==> config.mk <==
export PLATFORM = sky130hd
export DESIGN_NAME = alu_divider
export DESIGN_NICKNAME = d
export VERILOG_FILES = /design/src/rtl/alu_divider.sv
export SDC_FILE = /design/constraint.sdc
export NUM_CORES = 1
export LEC_CHECK = 0
export CELL_PAD_IN_SITES_DETAIL_PLACEMENT = 0
export CELL_PAD_IN_SITES_GLOBAL_PLACEMENT = 2
export CORE_ASPECT_RATIO = 0.5
export CORE_MARGIN = 1.5
export CORE_UTILIZATION = 32
export CTS_CLUSTER_DIAMETER = 150
export CTS_CLUSTER_SIZE = 30
export DETAILED_ROUTE_END_ITERATION = 8
export PLACE_DENSITY = 0.75
export SLEW_MARGIN = 25
export SYNTH_ARGS = -nofsm -noshare
export SYNTH_HDL_FRONTEND = slang
export SYNTH_SLANG_ARGS = --single-unit
==> constraint.sdc <==
create_clock -name clk -period 8.9 [get_ports clk]
set_clock_uncertainty 0.15 [all_clocks]
set_input_delay 1.78 -clock clk [delete_from_list [all_inputs] [get_ports clk]]
set_output_delay 1.78 -clock clk [all_outputs]
set_load 0.1 [all_outputs]
==> src/rtl/alu_divider.sv <==
// Iterative radix-2 restoring divider for DIVU/DIV/REMU/REM.
// Runs one shift-subtract step per clock on operand magnitudes. A final FIX
// cycle applies the sign correction and selects the quotient or remainder.
// Divide-by-zero and signed overflow are decided when the request is
// accepted. They skip the iteration and spend two cycles in FIX.
//
// Handshake: a request is taken when start=1 on a rising edge while the
// unit is IDLE or DONE. busy is high in every cycle between acceptance and
// the result. start is ignored while busy=1. done is a one-cycle pulse, and
// result/div_by_zero/overflow are valid from that cycle. They hold until the
// next done pulse or reset; the two flags are also cleared when a new
// request is accepted.
module alu_divider #(
  parameter int WORDSIZE = 64
) (
  input  logic                clk,
  input  logic                reset,
  input  logic                start,
  input  logic [WORDSIZE-1:0] input_a,
  input  logic [WORDSIZE-1:0] input_b,
  input  logic [1:0]          operation,
  output logic                busy,
  output logic                done,
  output logic [WORDSIZE-1:0] result,
  output logic                div_by_zero,
  output logic                overflow,
  output logic [1:0]          dbg_state
);

  localparam int W  = WORDSIZE;
  localparam int CW = $clog2(WORDSIZE) + 1;

  localparam logic [W-1:0]  MIN_NEG  = {1'b1, {(W-1){1'b0}}};
  localparam logic [CW-1:0] CNT_ZERO = '0;
  localparam logic [CW-1:0] CNT_ONE  = CW'(1);
  localparam logic [CW-1:0] CNT_FULL = CW'(WORDSIZE);

  typedef enum logic [1:0] {
    S_IDLE = 2'd0,
    S_RUN  = 2'd1,
    S_FIX  = 2'd2,
    S_DONE = 2'd3
  } state_t;

  state_t state_q, state_d;

  // Datapath registers
  logic [CW-1:0] cnt_q;
  logic [W-1:0]  rem_q;     // partial remainder, always < divisor between steps
  logic [W-1:0]  quo_q;     // dividend shifting out, quotient shifting in
  logic [W-1:0]  dvs_q;     // divisor magnitude
  logic          op_rem_q;  // 1: deliver remainder, 0: deliver quotient
  logic          q_neg_q;
  logic          r_neg_q;
  logic          dz_pend_q;
  logic          ov_pend_q;

  // Output registers
  logic          busy_q;
  logic          done_q;
  logic [W-1:0]  result_q;
  logic          dz_q;
  logic          ov_q;

  // Request decode, used only on the accepting edge
  logic          accept;
  logic          is_signed;
  logic          b_zero;
  logic          ovf_case;
  logic [W-1:0]  a_abs;
  logic [W-1:0]  b_abs;

  // One restoring step: the shifted remainder is W+1 bits wide
  logic [W:0]    rem_shift;
  logic          step_ge;
  logic [W-1:0]  step_diff;

  // Sign-corrected results for the FIX cycle
  logic [W-1:0]  quo_fix;
  logic [W-1:0]  rem_fix;

  // Operand classification and magnitudes of the incoming request
  always_comb begin
    is_signed = operation[0];
    b_zero    = (input_b == '0);
    ovf_case  = is_signed && (input_a == MIN_NEG) && (input_b == '1);
    a_abs     = (is_signed && input_a[W-1]) ? (~input_a + 1'b1) : input_a;
    b_abs     = (is_signed && input_b[W-1]) ? (~input_b + 1'b1) : input_b;
  end

  // Shift-subtract step and final sign correction
  always_comb begin
    rem_shift = {rem_q, quo_q[W-1]};
    step_ge   = (rem_shift >= {1'b0, dvs_q});
    // Only used when step_ge=1, so the true difference fits in W bits.
    step_diff = rem_shift[W-1:0] - dvs_q;
    quo_fix   = q_neg_q ? (~quo_q + 1'b1) : quo_q;
    rem_fix   = r_neg_q ? (~rem_q + 1'b1) : rem_q;
  end

  // Next-state logic for the control FSM
  always_comb begin
    state_d = state_q;
    accept  = 1'b0;
    case (state_q)
      S_IDLE, S_DONE: begin
        if (start) begin
          accept  = 1'b1;
          state_d = (b_zero || ovf_case) ? S_FIX : S_RUN;
        end else begin
          state_d = S_IDLE;
        end
      end
      S_RUN: begin
        if (cnt_q == CNT_ONE) state_d = S_FIX;
      end
      S_FIX: begin
        // The counter is left at 1 by the special-case bypass, giving one extra FIX cycle.
        if (cnt_q == CNT_ZERO) state_d = S_DONE;
      end
      default: state_d = S_IDLE;
    endcase
  end

  // State register
  always_ff @(posedge clk or posedge reset) begin
    if (reset) state_q <= S_IDLE;
    else       state_q <= state_d;
  end

  // Registered busy/done flags, derived from the next state
  always_ff @(posedge clk or posedge reset) begin
    if (reset) begin
      busy_q <= 1'b0;
      done_q <= 1'b0;
    end else begin
      busy_q <= (state_d == S_RUN) || (state_d == S_FIX);
      done_q <= (state_d == S_DONE);
    end
  end

  // Operand latch, iteration and result capture
  always_ff @(posedge clk or posedge reset) begin
    if (reset) begin
      cnt_q     <= '0;
      rem_q     <= '0;
      quo_q     <= '0;
      dvs_q     <= '0;
      op_rem_q  <= 1'b0;
      q_neg_q   <= 1'b0;
      r_neg_q   <= 1'b0;
      dz_pend_q <= 1'b0;
      ov_pend_q <= 1'b0;
      result_q  <= '0;
      dz_q      <= 1'b0;
      ov_q      <= 1'b0;
    end else if (accept) begin
      dz_q     <= 1'b0;
      ov_q     <= 1'b0;
      op_rem_q <= operation[1];
      dvs_q    <= b_abs;
      if (b_zero) begin
        // Quotient all ones, remainder is the raw dividend, no sign fixup.
        quo_q     <= '1;
        rem_q     <= input_a;
        q_neg_q   <= 1'b0;
        r_neg_q   <= 1'b0;
        dz_pend_q <= 1'b1;
        ov_pend_q <= 1'b0;
        cnt_q     <= CNT_ONE;
      end else if (ovf_case) begin
        // Most negative value divided by -1: quotient wraps to the dividend.
        quo_q     <= input_a;
        rem_q     <= '0;
        q_neg_q   <= 1'b0;
        r_neg_q   <= 1'b0;
        dz_pend_q <= 1'b0;
        ov_pend_q <= 1'b1;
        cnt_q     <= CNT_ONE;
      end else begin
        quo_q     <= a_abs;
        rem_q     <= '0;
        q_neg_q   <= is_signed && (input_a[W-1] ^ input_b[W-1]);
        r_neg_q   <= is_signed && input_a[W-1];
        dz_pend_q <= 1'b0;
        ov_pend_q <= 1'b0;
        cnt_q     <= CNT_FULL;
      end
    end else begin
      case (state_q)
        S_RUN: begin
          quo_q <= {quo_q[W-2:0], step_ge};
          rem_q <= step_ge ? step_diff : rem_shift[W-1:0];
          cnt_q <= cnt_q - CNT_ONE;
        end
        S_FIX: begin
          if (cnt_q != CNT_ZERO) begin
            cnt_q <= cnt_q - CNT_ONE;
          end else begin
            result_q <= op_rem_q ? rem_fix : quo_fix;
            dz_q     <= dz_pend_q;
            ov_q     <= ov_pend_q;
          end
        end
        default: ;
      endcase
    end
  end

  assign busy        = busy_q;
  assign done        = done_q;
  assign result      = result_q;
  assign div_by_zero = dz_q;
  assign overflow    = ov_q;
  assign dbg_state   = state_q;

endmodule

Yosys cells after proc, flatten, opt, wreduce, memory -nomap -nowiden
Cells that the tools add are included.

cells by class
  add/subtract/negate cells = 6
  $lt $le $gt $ge = 1
  eq/ne operators = 11
  mux-type cells = 38
  bitwise gates (word level) = 7
  reductions and logical operators = 18

operators by type and width
  cell                                                                    count
  64-bit two-way mux                                                      13
  64-bit by 1-bit adder with 64-bit output (second input constant)        4
  64-bit NOT                                                              4
  64-bit equality test (second input constant)                            2
  65-bit by 64-bit greater-or-equal comparator with 1-bit output          1
  64-bit logical NOT                                                      1
  64-bit subtractor                                                       1
  7-bit two-way mux                                                       4
  1-bit two-way mux                                                       15
  7-bit one-hot mux with 2 select lines                                   1
  2-bit equality test (second input constant)                             4
  2-bit two-way mux                                                       4
  7-bit by 1-bit equality test with 1-bit output (second input constant)  1
  7-bit logical NOT                                                       1
  7-bit nonzero test                                                      1
  7-bit by 1-bit subtractor with 7-bit output (second input constant)     1
  2-bit one-hot mux with 3 select lines                                   1
  1-bit logical AND                                                       5
  2-bit by 1-bit equality test with 1-bit output (second input constant)  2
  2-bit AND reduction                                                     2
  2-bit nonzero test                                                      2
  3-bit != test (second input constant)                                   1
  3-bit AND reduction                                                     1
  3-bit nonzero test                                                      1
  other kinds (6)                                                         8

word-level totals
  flip-flop bits (word level) = 274
  input port bits = 133
  logic and storage cells = 96

Logic depth before layout (Yosys ltp)
  word-level depth = 9
  mapped depth = 16
  mapped depth without buffers = 15

Worst setup path after synthesis
No wires, ideal clock.

  path type = input to register
  start point = in input_a[21]
  end point = reg quo_q[37]
  library setup time = 0.087 ns
  data arrival time = 4.886 ns
  data required time = 8.663 ns
  slack = 3.777 ns
  stages on the path = 14
  path through = or4_4 > or4_4 > nor4_4 > and4b_1 > nand2b_2 > or4_4 > buf_6 > or3_4 > nand2_2 > buf_6 > buf_12 > a21oi_1 > xnor2_2 > a22oi_1

on the way
  longest elaborated chain between the ends = 6

ends and longest elaborated chain
  element                                                                        RTL line  RTL
  from (decl)                                                                    19        input logic [WORDSIZE-1:0] input_a,
  64-bit NOT or 64-bit equality test (tied branches)                             87, 86
  64-bit by 1-bit adder with 64-bit output or 1-bit logical AND (tied branches)  87, 86
  64-bit two-way mux or 1-bit logical AND (tied branches)                        87, 86
  64-bit two-way mux *                                                           171       end else if (ovf_case) begin
  64-bit two-way mux *                                                           162       if (b_zero) begin
  64-bit two-way mux *                                                           157       end else if (accept) begin
  to (signal assigned)                                                           173       quo_q <= input_a;
  to (signal assigned)                                                           181       quo_q <= a_abs;
  to (signal assigned)                                                           192       quo_q <= {quo_q[W-2:0], step_ge};
  to (decl)                                                                      50        logic [W-1:0] quo_q;

Mark *: on every way between the ends. The rest lies on a longest branch, timed or not.
A chain may end at the register's enable or synchronous reset.

Final worst setup path
  start point = in input_b[2]
  end point = reg rem_q[62]

on the way
  longest elaborated chain between the ends = 3

ends and longest elaborated chain
  element               RTL line  RTL
  from (decl)           20        input logic [WORDSIZE-1:0] input_b,
  64-bit logical NOT    85        b_zero = (input_b == '0);
  64-bit two-way mux    162
  64-bit two-way mux    157
  to (signal assigned)  165       rem_q <= input_a;
  to (signal assigned)  193       rem_q <= step_ge ? step_diff : rem_shift[W-1:0];
  to (decl)             49        logic [W-1:0] rem_q;

Every way passes these cells.

==> flow_metrics.py <==
metrics = {
    "yosys": {
        "ys_ff_latch": 274,
        "ys_seq_area_share_pct": 31.6,
        "ys_warn_count": 0,
        "synth_top_cell_by_area": "dfrtp_1",
        "synth_common_cells": "358 x nand2_1, 343 x o21ai_0, 274 x dfrtp_1, 167 x a21oi_1, 162 x xor2_1",
        "syn_area_mm2": 0.0217,
        "syn_nets": 2913,
        "ys_async_sr_fraction_pct": 100,
        "yosysTopAreaCellShare_pct": 31.6,
        "synth.top_cells.by_area": "dfrtp_1 32%, o21ai_0 7.9%, xor2_1 6.5%, nand2_1 6.2%, xnor2_1 5.5%",
        "synth_edf_count": 0,
        "avgSynthCellArea_um2": 8.03,
        "synth_ff_type": "dfrtp_1",
        "syn_inst": 2705,
        "synth_cell_types": 84,
        "yosysMostFrequentCell": "nand2_1",
    },
    "sta": {
        "hold_viol": 0,
        "max_slew.worst_pin.slew_ns": 1.03,
        "min_period_ns": 5.88,
        "fin_tns_setup_ns": 0,
        "setup_violations": 0,
        "slew_violations": 0,
        "holdWs_ns": 0.342,
        "relSlewSlack_pct": 30.6,
        "timing.final.crit_share_pct": 66.1,
        "fmax_mhz": 170,
        "rsz0062_at_grt": "false",
    },
    "finish": {
        "layout-drive-gt1-share_pct": 3.30,
        "area_growth_pct": 14.3,
        "finalCoreUtilization_pct": 37.0,
        "fillCellCount": 7139,
        "fin_nets": 2996,
    },
    "critical_path": {
        "cp-endpoint": "rem_q[62]",
        "startpoint_type": "primary input",
        "r2r_end": "rem_q[58]",
        "worst_path_max_delay_cell": "or4_1",
        "crit_required_ns": 9.24,
        "cp_cell_sequence": "clkdlybuf4s50_1 -> or4_1 -> or4_1 -> nor4_4 -> nand2_1 -> or4_4 -> nor4_4 -> and2_0 -> nand3_1 -> nand4_1 -> mux2i_1 -> nor2_1",
        "worst_r2r_path_depth": 13,
        "critical_path_arrival_ns": 6.22,
        "endpoint_kind": "register",
        "crit_start": "input_b[2]",
        "r2r_slack_ns": 3.82,
        "crit_type": "in2reg",
        "path_max_fanout": 7,
        "slowest_delay_ns": 0.64,
        "worstReg2RegStart": "rem_q[0]",
    },
    "global_routing": {
        "grt_max_degree": 148,
        "grt_usage_pct": 24.2,
        "grt_overflow": 0,
        "grt_pass1_wl_mm": 128,
        "antenna_found_initial": 5,
        "grt_pass1_vias": 18800,
    },
    "clocking": {
        "cts_num_sinks": 274,
        "cts-resized-gates": 0,
        "clk_pin_slew_ns": 0.12,
        "holdBufCountCts": 0,
        "cts_max_level": 1,
        "clkLatencyLatePin_ns": 0.53,
        "ctsRootBufferMaster": "clkbuf_16",
        "cts_setup_buffers": 0,
        "cts_made_buffers": 13,
        "cts_tree": "done",
        "cts_buffer_depth": 3,
    },
    "run": {
        "cap_viol_max_count": 0,
    },
    "routing": {
        "first_pass_iters": 8,
        "highest_layer": "met4",
        "met2WireLength_mm": 31.0,
        "drt_iter0_markers": 1973,
        "wl_met3_mm": 6.03,
        "routed-via-count": 20500,
        "wl_per_cell_um": 23.3,
        "drc": 0,
        "wl_met1_mm": 48.0,
        "antenna_left": 0,
        "wirelength_mm": 86.1,
        "via_per_inst": 5.55,
    },
    "power": {
        "power_density_mw_per_mm2": 287,
        "leakagePower_nw": 9.86,
        "p_total_mw": 7.13,
        "vdd_drop_max_uv": 127,
    },
    "floorplan": {
        "die-area_mm2": 0.0695,
        "core_mm2": 0.0671,
        "die_y_um": 187,
        "initial_core_util_pct": 32.4,
        "core.rowCount": 67,
        "die_w_um": 371,
        "ios": 203,
    },
    "place": {
        "post-dp-hpwl_mm": 68.6,
        "gp_congestion": 0.916,
        "port_buffers": 202,
    },
    "worst_hold_path": {
        "holdPathStages": 2,
        "holdCritPathClass": "reg2reg",
        "worstHoldStart": "result[45]",
    },
    "status": {
        "outcome": "complete, no violations",
    },
}
-- layout by cell type (no fill, tap or decap), types with 6 or more instances in the layout --
master           synthesis  routed
dfrtp_1                274     271
o21a_1                   7       6
ha_1                    74      73
xnor2_1                136     136
a21oi_1                167     167
o31ai_1                 68      68
nor4_1                  27      27
nor3b_1                  7       7
a31oi_1                 15      15
a21o_1                  51      51
nand2_1                358     356
a22o_1                  10      10
inv_1                  103     102
or2_2                    8       8
nor2b_1                 11      11
o21ai_0                343     343
buf_4                    4      28
mux2i_1                 62      62
nand4_1                 45      45
o21bai_1                16      16
nor2_1                 153     150
o41ai_1                 33      33
a211oi_1                 9       9
or4_1                   31      31
xor2_1                 162     162
o221ai_1                36      36
and3_1                  14      14
clkdlybuf4s50_1          0     202
and2_1                  13      12
a22oi_1                 58      58
a211o_1                  7       7
nand3_1                 39      39
or3_1                   35      35
clkbuf_16                0      13
nor3_1                  53      52
a21boi_0                 7       7
nand2b_1                29      29
-- per-layer routing --
metal,vias up,global-route usage (%)
li1,9935,-
met1,9858,42.0
met2,652,30.1
met3,47,3.57
met4,0,3.31
met5,-,0
-- worst min path at each step --
| stage | to |
|---|---|
| 2_1_floorplan | dz_pend_q |
| 3_3_place_gp | result[6] |
| 3_5_place_dp | dvs_q[37] |
| 4_1_cts | dvs_q[23] |
| 5_1_grt | result[19] |
| 6_report | result[45] |
-- power by group --
part / internal [mW] / total (mW) / switching (mW)
clock network: 0.280 / 0.750 / 0.470
registers: 1.56 / 2.31 / 0.752
logic: 1.54 / 4.06 / 2.52
-- sequential cells by signal, summed over array words and instances, names as in the netlist --
signal	cells
overflow	1
result	64
ov_pend_q	1
div_by_zero	1
dvs_q	64
dbg_state	2
rem_q	64
op_rem_q	1
done	1
cnt_q	7
dz_pend_q	1
q_neg_q	1
quo_q	64
r_neg_q	1
busy	1
-- area by class of cell --
class	count	area [µm²]	share of cell area [%]
well taps	897	1120	4.52
clock inverters	2	38.8	0.156
flip-flops and latches	274	6860	27.6
repair buffers	231	2250	9.07
inverters	103	390	1.57
diodes	4	10.0	0.0403
clock buffers	15	333	1.34
multi-input cells	2165	13800	55.6
-- through the flow --
step	instances	setup slack, ns	instance area, µm²
final	3691	3.02	24800
after global routing	3691	2.76	24800
after CTS	3687	3.08	24800
after detailed placement	3670	2.51	24400
after global placement	3670	2.59	24400
after floorplan	2705	3.35	21700
-- logic make-up after synthesis --
family	Yosys count	share of synthesized area (%)
buf+inv	266	5.05
xor+xnor	299	12.1
fa+ha+maj	75	4.36
compound gates	872	24.9
simple gates	857	19.1
flops	274	31.6
mux	62	2.86
-- worst max-delay path, delay by kind of cell --
family,cells,cell delay (ns)
multiplexers,1,0.10
buffers and inverters,1,0.56
AND/OR/NAND/NOR,10,3.75
Note: power is estimated with default switching activity, not from simulation.
